<file path="src/rtl/ifu_fetch_responder_pkg.sv">
// Shared frontend fetch definitions: line geometry and responder FSM encodings.
// Latency: n/a (constants only).
// Backpressure: n/a.
package ifu_fetch_responder_pkg;

    // Fetch line is 16 bytes, so the low 4 address bits select a byte inside it.
    localparam int LINE_OFF_W = 4;
    localparam int FETCH_W    = 128;

    localparam int ST_W = 3;
    localparam logic [ST_W-1:0] ST_IDLE  = 3'd0;
    localparam logic [ST_W-1:0] ST_REQ   = 3'd1;
    localparam logic [ST_W-1:0] ST_BEAT  = 3'd2;
    localparam logic [ST_W-1:0] ST_DRAIN = 3'd3;
    localparam logic [ST_W-1:0] ST_HIT   = 3'd4;
    localparam logic [ST_W-1:0] ST_DONE  = 3'd5;

endpackage

</file>
<file path="src/rtl/ifu_fetch_responder_line_buf.sv">
// One-entry fetch line buffer: tag/data/valid, combinational lookup, fill, invalidate.
// Latency: lookup is combinational; fill and invalidate take effect the next cycle.
// Backpressure: none; fill and invalidate are accepted every cycle, invalidate wins.
module ifu_fetch_responder_line_buf #(
    parameter int TAG_W  = 60,
    parameter int LINE_W = 128,
    parameter bit EN     = 1'b1
) (
    input  logic              clock,
    input  logic              reset_n,
    input  logic [TAG_W-1:0]  lookup_tag,
    output logic              hit,
    output logic [LINE_W-1:0] rd_data,
    input  logic              fill_en,
    input  logic [TAG_W-1:0]  fill_tag,
    input  logic [LINE_W-1:0] fill_data,
    input  logic              inval
);

    logic              valid;
    logic [TAG_W-1:0]  tag;
    logic [LINE_W-1:0] data;

    // Fill writes tag/data; an invalidate in the same cycle leaves the entry invalid.
    always_ff @(posedge clock) begin
        if (!reset_n) begin
            valid <= 1'b0;
            tag   <= '0;
            data  <= '0;
        end else begin
            if (fill_en) begin
                tag  <= fill_tag;
                data <= fill_data;
            end
            if (inval) begin
                valid <= 1'b0;
            end else if (fill_en) begin
                valid <= 1'b1;
            end
        end
    end

    assign hit     = EN && valid && (tag == lookup_tag);
    assign rd_data = data;

endmodule

</file>
<file path="src/rtl/ifu_fetch_responder.sv">
// Fetch responder: one 16B line per request, from the line buffer or a DDR burst.
// Latency: hit 1 cycle after accept; miss 1 + DDR latency + BEATS + 1 cycles.
// Backpressure: pc_index_ready low from accept until back in IDLE; DDR request held until ready.
module ifu_fetch_responder
    import ifu_fetch_responder_pkg::*;
#(
    parameter int ADDR_WIDTH  = 64,
    parameter int LINE_WIDTH  = FETCH_W,
    parameter int BEAT_WIDTH  = 64,
    parameter bit LINE_BUF_EN = 1'b1
) (
    input  logic                  clock,
    input  logic                  reset_n,
    input  logic                  pc_index_valid,
    input  logic [ADDR_WIDTH-1:0] pc_index,
    output logic                  pc_index_ready,
    output logic                  pc_operation_done,
    output logic [LINE_WIDTH-1:0] pc_read_inst,
    input  logic                  redirect_valid,
    input  logic                  fence_i,
    output logic                  ddr_req_valid,
    input  logic                  ddr_req_ready,
    output logic [ADDR_WIDTH-1:0] ddr_req_addr,
    input  logic                  ddr_resp_valid,
    input  logic [BEAT_WIDTH-1:0] ddr_resp_data
);

    localparam int BEATS = LINE_WIDTH / BEAT_WIDTH;
    localparam int CNT_W = (BEATS > 1) ? $clog2(BEATS) : 1;
    localparam int TAG_W = ADDR_WIDTH - LINE_OFF_W;
    localparam logic [CNT_W-1:0] LAST_BEAT = CNT_W'(BEATS - 1);

    logic [ST_W-1:0]       state;
    logic [TAG_W-1:0]      addr_q;
    logic [CNT_W-1:0]      cnt;
    logic [LINE_WIDTH-1:0] fill_q;   // line being assembled from DDR beats
    logic [LINE_WIDTH-1:0] inst_q;   // last line handed out with a done
    logic                  accept;
    logic                  buf_hit;
    logic                  buf_fill;
    logic [LINE_WIDTH-1:0] buf_data;
    logic                  beat_last;
    logic [LINE_OFF_W-1:0] unused_ofs;

    assign unused_ofs = pc_index[LINE_OFF_W-1:0];

    assign pc_index_ready    = reset_n && (state == ST_IDLE) && !redirect_valid;
    assign accept            = pc_index_valid && pc_index_ready;
    assign beat_last         = (cnt == LAST_BEAT);
    assign pc_operation_done = ((state == ST_HIT) || (state == ST_DONE)) && !redirect_valid;
    assign buf_fill          = (state == ST_DONE) && !redirect_valid;
    assign ddr_req_valid     = (state == ST_REQ);
    assign ddr_req_addr      = {addr_q, {LINE_OFF_W{1'b0}}};

    ifu_fetch_responder_line_buf #(
        .TAG_W  (TAG_W),
        .LINE_W (LINE_WIDTH),
        .EN     (LINE_BUF_EN)
    ) u_line_buf (
        .clock      (clock),
        .reset_n    (reset_n),
        .lookup_tag (pc_index[ADDR_WIDTH-1:LINE_OFF_W]),
        .hit        (buf_hit),
        .rd_data    (buf_data),
        .fill_en    (buf_fill),
        .fill_tag   (addr_q),
        .fill_data  (fill_q),
        .inval      (fence_i)
    );

    // Present the new line during its done cycle so the output only moves when done is high.
    always_comb begin
        pc_read_inst = inst_q;
        if (!redirect_valid && (state == ST_HIT)) begin
            pc_read_inst = buf_data;
        end else if (!redirect_valid && (state == ST_DONE)) begin
            pc_read_inst = fill_q;
        end
    end

    // Request FSM, beat counter and line registers.
    always_ff @(posedge clock) begin
        if (!reset_n) begin
            state  <= ST_IDLE;
            addr_q <= '0;
            cnt    <= '0;
            fill_q <= '0;
            inst_q <= '0;
        end else begin
            case (state)
                ST_IDLE: begin
                    if (accept) begin
                        addr_q <= pc_index[ADDR_WIDTH-1:LINE_OFF_W];
                        state  <= (buf_hit && !fence_i) ? ST_HIT : ST_REQ;
                    end
                end
                ST_HIT: begin
                    if (!redirect_valid) begin
                        inst_q <= buf_data;
                    end
                    state <= ST_IDLE;
                end
                ST_REQ: begin
                    if (ddr_req_ready) begin
                        state <= redirect_valid ? ST_DRAIN : ST_BEAT;
                    end else if (redirect_valid) begin
                        state <= ST_IDLE;
                    end
                end
                ST_BEAT: begin
                    if (ddr_resp_valid) begin
                        cnt <= cnt + 1'b1;
                        if (!redirect_valid) begin
                            fill_q[cnt*BEAT_WIDTH +: BEAT_WIDTH] <= ddr_resp_data;
                        end
                        if (beat_last) begin
                            cnt   <= '0;
                            state <= redirect_valid ? ST_IDLE : ST_DONE;
                        end else if (redirect_valid) begin
                            state <= ST_DRAIN;
                        end
                    end else if (redirect_valid) begin
                        state <= ST_DRAIN;
                    end
                end
                ST_DRAIN: begin
                    if (ddr_resp_valid) begin
                        cnt <= cnt + 1'b1;
                        if (beat_last) begin
                            cnt   <= '0;
                            state <= ST_IDLE;
                        end
                    end
                end
                ST_DONE: begin
                    if (!redirect_valid) begin
                        inst_q <= fill_q;
                    end
                    state <= ST_IDLE;
                end
                default: state <= ST_IDLE;
            endcase
        end
    end

endmodule

</file>
<file path="config.mk">
export PLATFORM = sky130hd
export DESIGN_NAME = ifu_fetch_responder
export DESIGN_NICKNAME = d
export VERILOG_FILES = /design/src/rtl/ifu_fetch_responder_pkg.sv /design/src/rtl/ifu_fetch_responder_line_buf.sv /design/src/rtl/ifu_fetch_responder.sv
export SDC_FILE = /design/constraint.sdc
export NUM_CORES = 1
export LEC_CHECK = 0
export BUFFER_PORTS_ARGS = -buffer_cell sky130_fd_sc_hd__buf_2
export CORE_ASPECT_RATIO = 1.1
export CORE_MARGIN = 2
export CORE_UTILIZATION = 57
export CTS_CLUSTER_DIAMETER = 150
export DETAILED_ROUTE_END_ITERATION = 10
export PLACE_DENSITY = 0.84
export REMOVE_ABC_BUFFERS = 1
export SYNTH_ARGS = -nofsm -noshare
export SYNTH_HDL_FRONTEND = slang
export SYNTH_HIERARCHICAL = 1
export SYNTH_SLANG_ARGS = --single-unit
</file>
<file path="constraint.sdc">
create_clock -name clock -period 2.7 [get_ports clock]
set_clock_uncertainty 0.2 [all_clocks]
set_input_delay 0.27 -clock clock [delete_from_list [all_inputs] [get_ports clock]]
set_output_delay 0.27 -clock clock [all_outputs]
set_load 0.005 [all_outputs]
</file>
### Word-level counts from Yosys, hierarchy flattened

Index checks and enable logic that the tools add are counted.

* register bits after elaboration: 509
* input port bits: 135
* output and inout bits: 195
* word-level logic and storage cells: 65

* add/subtract/negate cells: 2
* equal/unequal tests: 12
* shifts and indexed selects: 2
* multiplexer cells: 19
* bitwise operators: 2
* reductions and logical operators: 20

Operator list (number)
* $mux W128: 4
* $pmux W128 S2: 1
* $bwmux W128: 1
* $shift A64 B34 Y128 const A: 1
* $shiftx A64 B34 Y128: 1
* $eq A60 B60 Y1: 1
* $neg A7 Y34: 1
* $mux W3: 10
* $pmux W3 S4: 1
* $ne A2 B2 Y1 const B: 5
* $logic_and A1 B1 Y1: 8
* $eq A3 B2 Y1 const B: 2
* $eq A3 B3 Y1 const B: 2
* $reduce_and A3 Y1: 2
* $reduce_and A2 Y1: 2
* $reduce_and A4 Y1: 1
* $reduce_or A2 Y1: 2
* $eq A3 B1 Y1 const B: 1
* $logic_not A3 Y1: 1
* $ne A3 B2 Y1 const B: 1
* $logic_not A1 Y1: 2
* $mux W1: 2
* $not A1 Y1: 2
* $reduce_bool A2 Y1: 1
* 2 further kinds: 2

### Longest topological paths before layout

Gate-level depths: netlist of the first run.

* depth in word-level cells: 6
* gate-level depth with buffers: 11
* depth with buffers taken out: 8

### Hierarchy

The synthesis of the first run kept the hierarchy.

Modules (own cells, without submodules)
* ifu_fetch_responder: times used 1, cells an instance 1512, area an instance 13734.4 µm², seq. area each 6406.1 µm²
* ifu_fetch_responder_line_buf: times used 1, cells an instance 705, area an instance 7743.7 µm², seq. area each 3783.6 µm²

### Worst setup path before layout of the first run

No wires, ideal clock.

* path kind: reg-to-reg
* start point: register state[1]
* end point: register u_line_buf.tag[46]
* setup time: 0.116 ns
* arrival: 2.108 ns
* data required time: 2.384 ns
* path slack: 0.276 ns
* stages on the path, launching flop included: 12
* path buffers: 7
* period minus slack after synthesis: 2.424 ns
* path through: dfxtp_1 buf_2 nor3b_1 buf_4 buf_6 buf_4 and2_1 buf_2 buf_2 buf_2 mux2i_1 nor2b_1

* word-level cells in the longest chain between the ends: 2

RTL lines
* from (decl): RTL line ifu_fetch_responder.sv:33 `logic [ST_W-1:0] state;`
* from (signal assigned): RTL line ifu_fetch_responder.sv:94 `state <= (buf_hit && !fence_i) ? ST_HIT : ST_REQ;`
* from (signal assigned): RTL line ifu_fetch_responder.sv:105 `state <= redirect_valid ? ST_DRAIN : ST_BEAT;`
* from (signal assigned): RTL line ifu_fetch_responder.sv:118 `state <= redirect_valid ? ST_IDLE : ST_DONE;`
* $eq A3 B3 Y1: RTL line ifu_fetch_responder.sv:51 `assign buf_fill = (state == ST_DONE) && !redirect_valid;`
* $logic_and A1 B1 Y1: RTL line ifu_fetch_responder.sv:51
* via buf_fill: RTL line ifu_fetch_responder.sv:40 `logic buf_fill;`
* to (signal assigned): RTL line ifu_fetch_responder_line_buf.sv:32 `tag <= fill_tag;`
* to (decl): RTL line ifu_fetch_responder_line_buf.sv:21 `logic [TAG_W-1:0] tag;`

The timed path passes the listed nets, and every way through them passes these cells.
A chain may end at the register's enable or synchronous reset.

### Worst setup path after layout of the first run

* start point: register state[2]
* end point: output pc_read_inst[114]

* word-level cells in the longest chain between the ends: 4
* elaborated cells on any way between the ends: 6
* those cells by class: eq/ne: 2; mux: 2; reduce/logical: 2

RTL lines
* $eq A3 B3 Y1: RTL line ifu_fetch_responder.sv:76 `end else if (!redirect_valid && (state == ST_DONE)) begin`
* $logic_and A1 B1 Y1: RTL line ifu_fetch_responder.sv:76
* $mux W128: RTL line ifu_fetch_responder.sv:76
* $mux W128 *: RTL line ifu_fetch_responder.sv:74 `if (!redirect_valid && (state == ST_HIT)) begin`
* to (decl): RTL line ifu_fetch_responder.sv:18 `output logic [LINE_WIDTH-1:0] pc_read_inst,`

Every way passes the cells marked *; elsewhere a longest branch is shown, timed or not.

==> flow_summary.toml, run 1 <==
[die]
io_pins = 330
die_h_um = 207.6
die-area_sq_mm = 0.03925
start_util = 0.5785
core_sq_mm = 0.03713
fp.dieW_um = 189.1
rows = 74

[synthesis]
synth_ff_type = "dfxtp_1"
synth_cell_types = 46
ys_warn_count = 6
ys_ff_latch = 509
synthArstFlopShare = 0
syn-cell-area_sq_mm = 0.02148
synth_compound_area_frac = 0.1129
syn_inst = 2217
synth_fa_ha_area_frac = 0
synth.avg_cell_area_sq_um = 9.688
synthSimpleGateAreaFrac = 0.1394
seq_area_frac_synth = 0.4744
synth_top_family_by_area = "multiplexers"
synth_xor_area_frac = 0.01917
synth_edf_count = 0
muxShareOfSynthArea = 0.2069

[detailed_routing]
viasPerCell = 5.810
drt_wl_total_um = 61370
wl_per_cell_um = 19.55
ant_nets = 0
first_pass_iters = 6
drc_errors = 0
first_iter_violations = 1298
via_count = 18239

[setup_path]
critPathKind = "reg2out"
slowest_stage = "dfxtp_4"
worstSetupStartpointType = "flip-flop"
worst_path_largest_cell_delay_ns = 0.39
required_ns = 2.23
cp_max_fo = 25
crit_buf_inv = 4
cp.arrival_ns = 2.17
crit_path_end_kind = "primary output"
path_delay_family = "buffers and inverters"
path_cells = "nor3b_4 > buf_6 > buf_12 > bufbuf_16 > a21oi_1 > buf_2"

[cts]
root_buffer = "clkbuf_16"
cts.sinks = 509
clk-insertion-delay-late_ns = 0.55
tritoncts = "done"
cts_made_buffers = 49
htreeDepth = 2
cts_buffer_depth = 3
clk_pin_slew_ns = 0.06

[global_routing]
grt_pass1_wl_um = 94190
antenna_found_initial = 1
grt_pass1_vias = 18350
grt_max_degree = 173
grt.overflow.total = 0
grtUsageTotal = 0.2914

[timing]
setup_violations = 0
hold_viol = 0
grt_setup_unrepaired = "true"
holdWs_ns = 0.04399
timing.slew.headroom = 0.4676
tightest_slew_ns = 0.7986
post-route-period-util = 0.9793
setup_ws_ns = 0.05592
drv_slew = 0
fin_crit_ns = 2.644
fmax_mhz = 378.2

[finish]
layout.nets = 2740
final_common_cell = "dfxtp_1"
mostFrequentLayoutCells = "dfxtp_1, mux2i_1, buf_2, nand2_1, nor2b_1"
drive_gt1_frac = 0.1887
area_delta_synth_final_pct = 24.96

[power]
p_sw_mw = 3.518
peakVddDrop_mv = 0.5177
comb_power_share = 0.066
power.internal_mw = 12.17
leakage_nw = 10.65
seqPwrFrac = 0.484
p_clk_frac = 0.450
p_per_area_mw_per_mm2 = 584.6
p_sw_frac = 0.2242

[place]
pre_cts_slack_ns = 0.1466
gp_congestion = 0.8808
place.port_buffers = 321
dp_hpwl_um = 34130

[status]
status = "finished, final reports clean"

[job]
drv_cap = 0

[min_path]
hold_class = "in2reg"
[final cells by class]
type                    instances  area [sq um]
multi-input cells            1508         10350
fillers                      2418         10290
flip-flops and latches        509         10200
repair buffers                520          3925
clock buffers                  73          1469
well taps                     494         618.1
clock inverters                17         202.7
inverters                      17         68.82
diodes                          1         2.502
[layer usage]
layer	vias to the layer above	track usage	share of wire
met1	8718	0.3432	0.39
li1	8486	-	-
met5	-	0	0
met2	843	0.5117	0.49
met4	0	0.1223	0.040
met3	192	0.06154	0.078
[registers in the layout, indices dropped and copies added (netlist names)]
signal	count
addr_q	60
u_line_buf/rd_data	128
state	3
fill_q	128
inst_q	128
u_line_buf/valid	1
beat_last	1
u_line_buf/tag	60
[power by group through the flow]
stage | Combinational, mW | Clock, mW | Sequential [mW]
finish | 1.04 | 7.06 | 7.59
global route | 1.09 | 7.44 | 7.59
CTS | 0.969 | 7.11 | 7.61
detailed placement | 0.801 | 0 | 7.78
global placement | 0.789 | 0 | 7.78
floorplan | 0.410 | 0 | 7.82
[tightest hold or removal path: cells and delay by family]
kind,cells,cell delay [ns]
AOI/OAI and AO/OA,1,0.08
buffers and inverters,1,0.23
and+or+nand+nor,1,0.17
[final timing paths]
kind | startpoint | to | slack, ns | depth (start not counted)
min reg2reg | fill_q[60]$_SDFFE_PN0P_ | fill_q[60]$_SDFFE_PN0P_ | 0.28 | 2
min | redirect_valid | state[2]$_SDFFE_PN0P_ | 0.04 | 3
max reg2reg | u_line_buf/tag[16]$_SDFFE_PN0P_ | state[0]$_SDFFE_PN0P_ | 0.11 | 8
max | state[2]$_SDFFE_PN0P_ | pc_read_inst[114] | 0.06 | 6
[cell families (layout without fill, tap and decap cells)]
logic type / after synthesis / in the layout
xor gates and xnor gates: 47 / 47
DFF: 509 / 509
buffers and inverters: 203 / 627
and+or+nand+nor: 616 / 616
other: 1 / 5
muxes: 444 / 444
AOI/OAI and AO/OA: 397 / 397
[metrics by stage]
step	power, mW	util	instance area (sq um)	setup TNS (ns)	std cells
global placement	8.565	0.6311	23430	0	2898
global route	16.13	0.7229	26840	-0.1778	3139
floorplan	8.228	-	20540	-	2034
detailed placement	8.581	0.6311	23430	0	2898
CTS	15.69	0.7138	26500	0	3120
finish	15.69	0.7229	26840	0	3139
[repair_timing]
action / 4_1_cts / 5_1_grt
resized for setup: 7 / 15
hold endpoints to repair: 212 / 0
setup endpoints to repair: 115 / 68
pin swaps: 0 / 2
hold buffers: 129 / 0
gates cloned: 2 / 6
buffers inserted: 1 / 12
[cell usage after synthesis (all sizes together), types with 2 or more instances]
master  instances  area share
nor2b         192       0.056
buf            98       0.029
o221ai          4      0.0016
clkbuf         88       0.015
a21boi          3      0.0010
o22ai           4      0.0012
nor3b           4      0.0019
a211oi        128       0.047
mux2i         444        0.21
a21oi         188       0.044
nand4           9      0.0026
o21ai          61       0.014
and2            2     0.00058
nor2          134       0.023
or3b            2     0.00082
a22oi           3      0.0010
nor3            3     0.00093
dfxtp         509        0.47
nand2         195       0.034
xor2           22      0.0090
nor4            7      0.0023
nand3          62       0.014
xnor2          25       0.010
inv            17      0.0030
Power figures use the tool's default switching activity.
==> run 2, diff against run 1 <==
Clock period 2.7 ns to 2.59 ns, I/O delays scaled along.
==> flow_summary.toml, run 2 (synthesis results as in run 1) <==
[status]
status = "finished, final reports clean"

[cts]
htreeDepth = 2
tritoncts = "done"
root_buffer = "clkbuf_16"
clk-insertion-delay-late_ns = 0.59
clk_pin_slew_ns = 0.06
cts_made_buffers = 50
cts.sinks = 509
cts_buffer_depth = 3

[global_routing]
grt_max_degree = 181
antenna_found_initial = 2
grt_pass1_vias = 18209
grt.overflow.total = 0
grt_pass1_wl_um = 94390
grtUsageTotal = 0.2926

[setup_path]
r2r_setup_slack_ns = 0.04
path_depth = 4
cp_max_fo = 40
startpoint = "state[0]$_SDFFE_PN0P_"
crit_path_end_kind = "primary output"
required_ns = 2.13
cp.arrival_ns = 2.11
path_cells = "buf_12 > mux2i_1 > a21oi_1 > buf_2"
r2r-start = "u_line_buf/tag[43]$_SDFFE_PN0P_"
slowest_stage = "mux2i_1"
path_delay_family = "multiplexers"
timing.rr.end = "state[2]$_SDFFE_PN0P_"
critPathKind = "reg2out"
reg2regPathDepth = 8
crit_end = "pc_read_inst[0]"
crit_buf_inv = 2
worstSetupStartpointType = "flip-flop"
worst_path_largest_cell_delay_ns = 0.47

[detailed_routing]
drc_errors = 0
viasPerCell = 5.795
first_pass_iters = 5
first_iter_violations = 1305
ant_nets = 0
via_count = 18300
drt_wl_total_um = 61890
wl_per_cell_um = 19.60

[power]
peakVddDrop_mv = 0.5677
leakage_nw = 10.76
p_per_area_mw_per_mm2 = 594.1

[timing]
timing.slew.headroom = 0.4542
tightest_slew_ns = 0.8187
grt_setup_unrepaired = "true"
post-route-period-util = 0.9905
hold_viol = 0
fmax_mhz = 389.8
fin_crit_ns = 2.566
setup_ws_ns = 0.02448
drv_slew = 0
holdWs_ns = 0.05650
setup_violations = 0

[die]
die-area_sq_mm = 0.03925
start_util = 0.5785
core_sq_mm = 0.03713
io_pins = 330
fp.dieW_um = 189.1
die_h_um = 207.6
rows = 74

[finish]
final_common_cell = "dfxtp_1"
area_delta_synth_final_pct = 26.90
drive_gt1_frac = 0.2051
layout.nets = 2756
fill_cells = 2348
mostFrequentLayoutCells = "dfxtp_1, mux2i_1, buf_2, nand2_1, nor2b_1"

[place]
dp_hpwl_um = 33980
pre_cts_slack_ns = 0.02909
place.port_buffers = 321
gp_congestion = 0.8672

[job]
drv_cap = 0

[min_path]
hold_class = "in2reg"
[run 2: how the worst min path moves through the flow]
stage / from / depth (start not counted) / to / slack (ns)
after detailed placement: fence_i / 2 / u_line_buf/valid$_SDFFE_PP0P_ / 0.26
after CTS: redirect_valid / 4 / state[0]$_SDFFE_PN0P_ / 0.03
after global routing: redirect_valid / 4 / state[0]$_SDFFE_PN0P_ / 0.07
final: redirect_valid / 4 / state[0]$_SDFFE_PN0P_ / 0.06
after global placement: fence_i / 2 / u_line_buf/valid$_SDFFE_PP0P_ / 0.26
after floorplan: fence_i / 1 / u_line_buf/valid$_SDFFE_PP0P_ / 0.14
[run 2: routing by layer]
| metal | GRT usage | wire [um] |
|---|---|---|
| met4 | 0.1288 | 2570 |
| met5 | 0 | 0 |
| met3 | 0.06407 | 4697 |
| met2 | 0.5022 | 30390 |
| met1 | 0.3506 | 24230 |
[run 2: cell type report]
type	count	area [sq um]	area share
repair buffers	535	4262	0.1564
clock inverters	26	212.7	0.007804
well taps	494	618.1	0.02268
clock buffers	67	1405	0.05155
flip-flops and latches	509	10200	0.3741
multi-input cells	1508	10490	0.3848
diodes	2	5.005	0.0001836
inverters	17	68.82	0.002525
[run 2: worst register-to-register path, cell delays in order (launching register included)]
cell and delay [ns]:
dfxtp_1 0.33, xor2_1 0.18, nor4_2 0.35, nand4_1 0.23, or4_4 0.50, nor3_2 0.15, nor2b_2 0.20, nand2_1 0.07
a221oi_1 0.23
[run 2: timing repair]
item | CTS | global route
buffers inserted | 4 | 9
cloned | 7 | 5
endpoints found under the setup margin | 127 | 109
hold endpoints to repair | 215 | 0
hold buffers | 140 | 0
resized for setup | 34 | 25
[run 2: report_power, final]
part | switching (mW) | internal [mW]
sequential | 0.0458 | 7.87
clock | 3.16 | 4.03
combinational | 0.590 | 0.498
total | 3.79 | 12.4
[run 2: stage by stage]
stage,cells,setup TNS [ns],power [mW],instance area (sq um),utilization
2_1_floorplan,2034,-,8.577,20540,-
3_3_place_gp,2898,0,8.941,23560,0.6344
3_5_place_dp,2898,0,8.956,23560,0.6344
4_1_cts,3142,-0.02945,16.15,26960,0.7262
5_1_grt,3158,-0.3146,16.63,27260,0.7341
6_report,3158,0,16.19,27260,0.7341
==> run 3, diff against run 2 <==
Settings changed: REMOVE_ABC_BUFFERS 1 to not set.
==> flow_summary.toml, run 3 (synthesis results as in run 1) <==
[status]
status = "finished, final reports clean"

[finish]
regArea_sq_mm = 0.01020
area_delta_synth_final_pct = 25.84
mostFrequentLayoutCells = "dfxtp_1, mux2i_1, buf_2, nand2_1, nor2b_1"
final_core_util = 0.7280
fill_cells = 2435
multi_input_area_sq_mm = 0.01040
final_common_cell = "dfxtp_1"
design_area_sq_mm = 0.02703
drive_gt1_frac = 0.1930
layout.nets = 2746

[timing]
fmax_mhz = 388.6
setup_ws_ns = 0.01662
fin_crit_ns = 2.573
setup_violations = 0
timing.slew.headroom = 0.5330
drv_slew = 0
hold_viol = 0
post-route-period-util = 0.9936
tightest_slew_ns = 0.7004

[place]
dp_hpwl_um = 35460
gp_congestion = 0.8661
place.port_buffers = 321
dpl_cell_area_sq_mm = 0.02349
pre_cts_slack_ns = 0.07266

[detailed_routing]
first_pass_iters = 5
wl_per_cell_um = 20.18
via_count = 18350
drt_wl_total_um = 63410
ant_nets = 0
viasPerCell = 5.840
first_iter_violations = 1355
drc_errors = 0

[setup_path]
cp_max_fo = 30
critPathKind = "reg2out"
cp.arrival_ns = 2.11
required_ns = 2.13
crit_path_end_kind = "primary output"
worstSetupStartpointType = "flip-flop"

[min_path]
hold_class = "in2reg"

[die]
rows = 74
core_sq_mm = 0.03713
die_h_um = 207.6
die-area_sq_mm = 0.03925
start_util = 0.5785
fp.dieW_um = 189.1
io_pins = 330

[global_routing]
grt_pass1_wl_um = 95390
grt.overflow.total = 0
grt_pass1_vias = 18347
grtUsageTotal = 0.2977
antenna_found_initial = 2
grt_max_degree = 135

[cts]
htreeDepth = 2
cts_buffer_depth = 3
root_buffer = "clkbuf_16"
tritoncts = "done"
cts.sinks = 509
clk_pin_slew_ns = 0.06
clk-insertion-delay-late_ns = 0.57
cts_made_buffers = 50

[power]
p_total_mw = 16.23
peakVddDrop_mv = 0.5207
p_per_area_mw_per_mm2 = 600.6
leakage_nw = 10.71

[job]
drv_cap = 0
[run 3: cell count changes in the layout (fill, tap and decap cells not counted), moves of 4 or more]
cell / previous run / this run
clkinv_2: 16 / 6
nor2_2: 11 / 0
clkbuf_1: 8 / 12
a21oi_1: 164 / 174
clkbuf_16: 55 / 60
a21oi_2: 24 / 14
dlygate4sd3_1: 140 / 131
nor2_1: 123 / 134
[run 3: final timing paths]
kind,start,endpoint,slack (ns),cells past startpoint
hold reg to reg,fill_q[9]$_SDFFE_PN0P_,fill_q[9]$_SDFFE_PN0P_,0.27,2
hold / removal,redirect_valid,state[0]$_SDFFE_PN0P_,0.11,4
setup reg to reg,u_line_buf/tag[52]$_SDFFE_PN0P_,state[0]$_SDFFE_PN0P_,0.10,9
setup / recovery,state[0]$_SDFFE_PN0P_,pc_read_inst[60],0.02,4
[run 3: final cells by class]
class	instances	share of cell area
antenna	1	0.00009258
timing repair buffer	525	0.1525
multi-input combinational	1508	0.3847
clock inverter	13	0.004861
sequential	509	0.3774
tap	494	0.02287
clock buffer	75	0.05500
inverter	17	0.002546
[run 3: what timing repair did]
action                                  in CTS  in global routing
endpoints found under the setup margin     120                 98
gates cloned                                 3                 10
gates resized for setup                     24                 13
hold buffers                               131                  0
endpoints found under the hold margin      214                  0
pin swaps                                    0                  2
setup buffers                                3                 10
[run 3: worst max-delay path, cell delays in order, from the launching register on]
cell,delay [ns]
dfxtp_4,0.54
buf_12,0.29
mux2i_1,0.43
a21oi_1,0.14
buf_2,0.15
[run 3: metal layers]
layer  GRT usage  wire (um)  share of wire
met1      0.3559      24790           0.39
met2      0.5013      30600           0.48
met3     0.06323       4717          0.074
met4      0.1571       3295          0.052
met5           0          0              0
[run 3: power by group]
group / internal (mW) / leakage, nW / switching, mW / total [mW]
clock: 4.16 / 0.796 / 3.09 / 7.24
combinational: 0.471 / 5.81 / 0.595 / 1.07
sequential: 7.87 / 4.10 / 0.0502 / 7.92
[run 3: metrics by stage]
stage	TNS, ns	hold slack [ns]	instances
floorplan	0	0.1351	2220
global placement	0	0.2573	2896
detailed placement	0	0.2676	2896
CTS	0	0.08676	3121
global route	-0.07449	0.1203	3142
finish	0	0.1140	3142
